--- src/rtl/hazard_ctrl_pkg.sv ---
// Shared types and helpers for the pipeline hazard controller.
package hazard_ctrl_pkg;

  localparam logic [4:0] REG_ZERO = 5'd0;

  typedef enum logic [1:0] {
    RUN      = 2'd0,
    MEM_WAIT = 2'd1,
    FLUSH    = 2'd2
  } state_t;

  typedef enum logic [1:0] {
    FWD_BUF = 2'd0,
    FWD_MEM = 2'd1,
    FWD_WB  = 2'd2
  } fwd_sel_t;

  // MEM result is younger than WB, so it wins; x0 is hardwired and never forwarded.
  function automatic fwd_sel_t fwd_pick(
    input logic [4:0] src,
    input logic       mem_wr,
    input logic [4:0] mem_rd,
    input logic       wb_wr,
    input logic [4:0] wb_rd
  );
    if (mem_wr && mem_rd != REG_ZERO && mem_rd == src) return FWD_MEM;
    if (wb_wr && wb_rd != REG_ZERO && wb_rd == src)    return FWD_WB;
    return FWD_BUF;
  endfunction

endpackage

--- src/rtl/hazard_ctrl_sat_counter.sv ---
// Saturating up-counter with synchronous active-high clear.
module sat_counter #(
  parameter int unsigned W = 32
) (
  input  logic         clk,
  input  logic         rst,
  input  logic         inc,
  output logic [W-1:0] count
);

  always_ff @(posedge clk) begin
    if (rst) begin
      count <= '0;
    end else if (inc && count != '1) begin
      count <= count + 1'b1;
    end
  end

endmodule

--- src/rtl/hazard_ctrl.sv ---
// Stall/flush/forwarding controller for the ID-EX-MEM-WB pipeline,
// with a small FSM for memory waits and multi-cycle branch flushes.
module hazard_ctrl
  import hazard_ctrl_pkg::*;
#(
  parameter int unsigned FLUSH_CYCLES = 1,
  parameter int unsigned CNT_W        = 32
) (
  input  logic             clk,
  input  logic             rst,
  input  logic [4:0]       id_rs1,
  input  logic [4:0]       id_rs2,
  input  logic             id_use_rs1,
  input  logic             id_use_rs2,
  input  logic             ex_valid,
  input  logic             ex_is_load,
  input  logic [4:0]       ex_rd,
  input  logic [4:0]       ex_rs1,
  input  logic [4:0]       ex_rs2,
  input  logic             br_taken,
  input  logic [4:0]       mem_rd,
  input  logic             mem_reg_wr,
  input  logic             mem_req,
  input  logic             mem_ready,
  input  logic [4:0]       wb_rd,
  input  logic             wb_reg_wr,
  output logic             stall_if,
  output logic             stall_id,
  output logic             stall_ex,
  output logic             stall_mem,
  output logic             flush_if,
  output logic             flush_id,
  output logic [1:0]       fwd_a_sel,
  output logic [1:0]       fwd_b_sel,
  output logic [CNT_W-1:0] stall_cnt,
  output logic [CNT_W-1:0] flush_cnt
);

  localparam logic [2:0] FLUSH_RELOAD = 3'(FLUSH_CYCLES - 1);

  state_t     state, state_nxt;
  logic [2:0] fcnt, fcnt_nxt;
  logic       frozen, branch, load_use;

  assign frozen = mem_req & ~mem_ready;
  assign branch = ex_valid & br_taken & ~frozen;
  assign load_use = ex_valid & ex_is_load & (ex_rd != REG_ZERO) &
                    ((id_use_rs1 & (id_rs1 == ex_rd)) | (id_use_rs2 & (id_rs2 == ex_rd)));

  always_ff @(posedge clk) begin
    if (rst) begin
      state <= RUN;
      fcnt  <= '0;
    end else begin
      state <= state_nxt;
      fcnt  <= fcnt_nxt;
    end
  end

  always_comb begin
    state_nxt = state;
    fcnt_nxt  = fcnt;
    stall_if  = 1'b0;
    stall_id  = 1'b0;
    stall_ex  = 1'b0;
    stall_mem = 1'b0;
    flush_if  = 1'b0;
    flush_id  = 1'b0;
    if (rst) begin
      state_nxt = RUN;
      fcnt_nxt  = '0;
    end else if (frozen) begin
      stall_if  = 1'b1;
      stall_id  = 1'b1;
      stall_ex  = 1'b1;
      stall_mem = 1'b1;
      state_nxt = MEM_WAIT;
    end else if (branch) begin
      flush_if = 1'b1;
      flush_id = 1'b1;
      if (FLUSH_CYCLES > 1) begin
        state_nxt = FLUSH;
        fcnt_nxt  = FLUSH_RELOAD;
      end else begin
        state_nxt = RUN;
      end
    end else if (state == FLUSH) begin
      // ID holds a killed instruction here, so load-use is not evaluated.
      flush_if = 1'b1;
      if (fcnt <= 3'd1) begin
        state_nxt = RUN;
        fcnt_nxt  = '0;
      end else begin
        fcnt_nxt = fcnt - 3'd1;
      end
    end else begin
      state_nxt = RUN;
      if (load_use) begin
        stall_if = 1'b1;
        flush_id = 1'b1;
      end
    end
  end

  assign fwd_a_sel = rst ? FWD_BUF : fwd_pick(ex_rs1, mem_reg_wr, mem_rd, wb_reg_wr, wb_rd);
  assign fwd_b_sel = rst ? FWD_BUF : fwd_pick(ex_rs2, mem_reg_wr, mem_rd, wb_reg_wr, wb_rd);

  sat_counter #(.W(CNT_W)) u_stall_cnt (
    .clk   (clk),
    .rst   (rst),
    .inc   (stall_if),
    .count (stall_cnt)
  );

  sat_counter #(.W(CNT_W)) u_flush_cnt (
    .clk   (clk),
    .rst   (rst),
    .inc   (flush_if),
    .count (flush_cnt)
  );

endmodule

--- config.mk ---
export PLATFORM = sky130hd
export DESIGN_NAME = hazard_ctrl
export DESIGN_NICKNAME = d
export VERILOG_FILES = /design/src/rtl/hazard_ctrl_pkg.sv /design/src/rtl/hazard_ctrl_sat_counter.sv /design/src/rtl/hazard_ctrl.sv
export SDC_FILE = /design/constraint.sdc
export NUM_CORES = 1
export LEC_CHECK = 0
export ABC_AREA = 1
export CELL_PAD_IN_SITES_DETAIL_PLACEMENT = 0
export CELL_PAD_IN_SITES_GLOBAL_PLACEMENT = 1
export CORE_MARGIN = 4
export CORE_UTILIZATION = 40
export DETAILED_ROUTE_END_ITERATION = 6
export DONT_BUFFER_PORTS = 1
export PLACE_DENSITY = 0.88
export RECOVER_POWER = 25
export SETUP_SLACK_MARGIN = 0.2
export SYNTH_ARGS = -nofsm -noshare
export SYNTH_HDL_FRONTEND = slang
export SYNTH_SLANG_ARGS = --single-unit
--- constraint.sdc ---
create_clock -name clk -period 1.7 [get_ports clk]
set_clock_uncertainty 0.1 [all_clocks]
set_input_delay 0.255 -clock clk [delete_from_list [all_inputs] [get_ports clk]]
set_output_delay 0.255 -clock clk [all_outputs]
set_load 0.02 [all_outputs]
Word level (Yosys, flattened, before mapping). Index checks and enable logic that the tools add are counted.

Add/subtract/negate cells: 2. $mul: 0. Divide/modulo/power cells: 0. $lt $le $gt $ge: 0. Eq/ne operators: 8. Shift-type cells: 0. Mux-type cells: 28. Bitwise gates (word level): 11. Reduce and logical (&&, ||, !) cells: 11.

Operator list (number): 32-bit by 1-bit adder with 32-bit output (second input constant) (2); 32-bit inequality test (second input constant) (2); 5-bit == test (6); 2-bit two-way mux (10); 1-bit two-way mux (18); 5-bit nonzero test (3); 1-bit AND (8); 1-bit logical AND (8); 1-bit inverter (2); 1-bit OR (1).

Register bits: 64. Latch bits: 0. RAM bits: 0. Bits in read-only memories: 0. Output and inout bits: 74. Logic and storage cells: 62. Memories kept: 0.

Longest topological paths before layout. Gate-level depths: netlist (run 1).

Word-level depth: 9. Depth in mapped cells: 12. Gate-level depth less buffers: 12.

Cells and area by module. Synthesis (run 1) repeated with hierarchy kept, for this count alone.

Cells, all modules: 770. Area total of the unflattened synthesis: 4708.3 µm².

Modules (own cells, without submodules): sat_counter (times used 2, cells an instance 324, area each 2062.0 µm², sequential area each 640.6 µm²); hazard_ctrl (times used 1, cells an instance 122, area each 584.3 µm², sequential area each 0.0 µm²).

Worst setup path after synthesis (run 1). OpenSTA, ideal clock, no wires.

Kind: reg2reg. Start point: register u_stall_cnt.count[0]. End point: register u_stall_cnt.count[2]. Setup time: 70 ps. Data arrival time: 1730 ps. Slack: -200 ps. Stages on the path, launching flop included: 11. Path buffers: 1. Clock period less this slack: 1900 ps. Cell sequence: dfxtp_1 > ha_1 > nand2_2 > nor2_4 > nand4_4 > nor2_4 > nand2_4 > nand2_4 > buf_6 > nand2_1 > a21oi_1.

Cells in the longest elaborated chain, start to end: 2.

RTL lines: start: declaration (line hazard_ctrl_sat_counter.sv:8) `output logic [W-1:0] count`; start signal: assignment (line hazard_ctrl_sat_counter.sv:15) `count <= count + 1'b1;`; branches (longest 2 deep; another with 32-bit by 1-bit adder with 32-bit output).

Parallel ways; which one is timed is not known. A chain may end at the register's enable or synchronous reset.

Worst setup path in the final report (run 1).
Start point: register u_flush_cnt.count[6]. End point: register u_flush_cnt.count[18].

Cells in the longest elaborated chain, start to end: 2.

RTL lines (line): start: declaration (hazard_ctrl_sat_counter.sv:8); start signal: assignment (hazard_ctrl_sat_counter.sv:15); branches (longest 2 deep; another with 32-bit by 1-bit adder with 32-bit output).

Parallel ways; which one is timed is not known.

==> flow_summary.toml, run 1 <==
[finish]
stdcell_area_sq_um = 7980
fin_util = 0.696
drive_above_1_share = 0.553
seq_area_sq_um = 1410
nets = 965
area_delta_synth_final_pct = 69.5
diodes = 0
instances_no_fill = 1065
multi_input_area_sq_um = 4320
fill_cells = 836

[global_route]
grt_pass1_vias = 5768
grt-ovfl-total = 0
grt.total_usage = 0.262
grt_pass1_wl_mm = 28.1
grt_max_degree = 56
antenna_found_initial = 0

[clocking]
cts.path.max_buffers = 2
root_buffer = "clkbuf_16"
cts_made_buffers = 9
clock-sinks = 64
cts_tree = "done"
worstSkewPairLatency_ns = 0.35
h-tree-depth = 3
path_clk_slew_ns = 0.05

[setup_path]
cp_max_fo = 5
crit_type = "register to register"
cp_slowest_stage_delay_ns = 0.38
crit_chain = "nand2_4 -> nor3_4 -> nand2_4 -> nor2_4 -> nand2_4 -> buf_12 -> nand2_8 -> buf_12 -> inv_8 -> nand3_4 -> nand2_2 -> a21oi_2"
worstSetupEndpointType = "register"
slowest_stage = "dfxtp_4"
cp_common_cell = "nand2_4"
cp_data_required_time_ns = 1.87
crit_arrival_ns = 2.08
worstSetupStartpointType = "register"

[synth]
synth-seq-cells = 64
syn_area_per_cell_sq_um = 6.20
yosysSeqAreaShare = 0.272
yosysWarningCount = 0
synthDistinctLibCells = 37
syn-num-nets = 807
syn_inst = 759
syn-cell-area_sq_um = 4710

[timing]
worst_slew_pin_slew_ns = 0.653
rsz0062_at_grt = "true"
fin_crit_sh = 1.13
min_period_ns = 1.92
final-hold-violation-count = 49
maxSlewViolCount = 0
whs_ns = -0.123
fin_setup_tns_ns = -4.53
finalSetupViolations = 50
fin_ws_ns = -0.217
slew_headroom = 0.563
fmax_mhz = 522

[pwr]
ir_worst_vdd_v = 0.000645
finalPower_mw = 3.58
p_per_area_nw_per_um2 = 449
p_leak_nw = 3.42

[route]
wl_per_cell_microns = 18.6
drt_iter0_markers = 393
dr.pass1.iters = 5
ant_nets = 0
num_vias = 6024
routed_wl_mm = 19.8
via_per_inst = 5.66
drc_errors = 0

[floorplan]
fp.dieW_microns = 116
row_count = 39
die_area_sq_um = 13600
io_pins = 120
start_util = 0.410
die_height_microns = 116
core_region_area_sq_um = 11500

[placed_design]
dpl.cell_count = 985
pre_cts_ws_ns = -0.0550
place.port_buffers = 0
post_dp_cell_area_sq_um = 5780
place.gp.congestion = 0.995
dp_hpwl_mm = 11.7

[run_status]
status = "finished with violations"
violations = "negative hold slack, negative setup slack"

[flow_run]
cap_violations = 0

[worst_hold_path]
min_path_type = "input pin to register"
-- logic make-up after synthesis --
family          after synthesis  share of synthesized area
simple gates                480                      0.462
buf+inv                      93                     0.0901
compound gates               71                     0.0792
flops                        64                      0.272
xor+xnor                     49                     0.0912
fa+ha+maj                     2                    0.00532
-- placed cells by master, fill, tap and decap left out, types with 6 or more instances in the layout --
cell,count
nand3_2,23
buf_4,124
inv_2,13
nand4_1,15
nor2_4,19
nand3_1,30
nand3_4,10
buf_12,10
a21oi_2,39
buf_6,18
nor2_2,24
nand3b_1,7
clkbuf_1,8
inv_1,48
a21oi_1,24
dfxtp_2,36
inv_4,6
xnor2_1,9
nand2_1,172
nor2_1,53
xor2_1,29
dfxtp_4,21
xnor2_2,7
nand2_2,57
nand2_4,31
nor3_2,9
clkbuf_16,11
dfxtp_1,7
nor3_4,14
-- Yosys cell counts (all sizes together) --
library cell | instances | area (sq um)
a21oi | 63 | 323
nand3b | 7 | 52.6
o21ai | 5 | 25.0
and2 | 1 | 6.26
inv | 70 | 265
clkinv | 1 | 3.75
nand3 | 63 | 330
nor4 | 3 | 18.8
nor3b | 1 | 7.51
o41ai | 1 | 8.76
xnor2 | 16 | 140
nand4 | 16 | 115
dfxtp | 64 | 1280
clkbuf | 5 | 18.8
nor2 | 96 | 413
nor3 | 26 | 165
buf | 17 | 136
ha | 2 | 25.0
nand2 | 260 | 1020
or2 | 7 | 43.8
a211oi | 1 | 7.51
a221oi | 1 | 8.76
xor2 | 33 | 289
-- repair_timing --
item,CTS,global route
cloned,9,3
endpoints found under the setup margin,70,71
setup buffers,34,18
pin swaps,61,101
endpoints found under the hold margin,49,49
resized for setup,150,198
-- layer usage --
layer  GRT usage  part of all wire
met4       0.103             0.044
met2       0.465              0.51
met1       0.293              0.36
met3      0.0772             0.093
met5           0                 0
-- layout make-up --
cell class	count	share of cell area
well taps	143	0.0224
multi-input cells	607	0.541
clock inverters	4	0.00251
repair buffers	160	0.176
clock buffers	12	0.0309
inverters	71	0.0415
repair inverters	4	0.00894
flip-flops and latches	64	0.176
-- power by group --
| part | total [mW] | internal [mW] | switching (mW) | leakage [nW] |
|---|---|---|---|---|
| Combinational | 0.387 | 0.169 | 0.218 | 2.74 |
| Clock | 1.72 | 1.02 | 0.705 | 0.136 |
| Sequential | 1.48 | 1.47 | 0.00411 | 0.551 |
-- sequential cells by signal (all words and copies together) (netlist names) --
| register | count |
|---|---|
| u_flush_cnt.count | 32 |
| u_stall_cnt.count | 32 |
-- critical path, delay by kind of cell, from the launching register on --
| kind | cells | cell delay (ns) |
|---|---|---|
| AND/OR/NAND/NOR | 8 | 0.92 |
| AO/OA/AOI/OAI | 1 | 0.12 |
| buffers and inverters | 3 | 0.31 |
| flip-flops | 1 | 0.38 |
-- path summary, 6_finish.rpt --
path / start / cells past startpoint / to / slack [ns]
min reg2reg: u_stall_cnt.count[20] / 2 / u_stall_cnt.count[20] / 0.39
min: rst / 1 / u_stall_cnt.count[10] / -0.12
max reg2reg: u_flush_cnt.count[6] / 12 / u_flush_cnt.count[18] / -0.22
max: u_flush_cnt.count[6] / 12 / u_flush_cnt.count[18] / -0.22
Note: power is estimated with default switching activity, not from simulation.
==> run 2, diff against run 1 <==
Settings changed: HOLD_SLACK_MARGIN from default to 0.05.
==> results of run 2 <==
The final DEF is identical to that of run 1; final timing and power are the same.
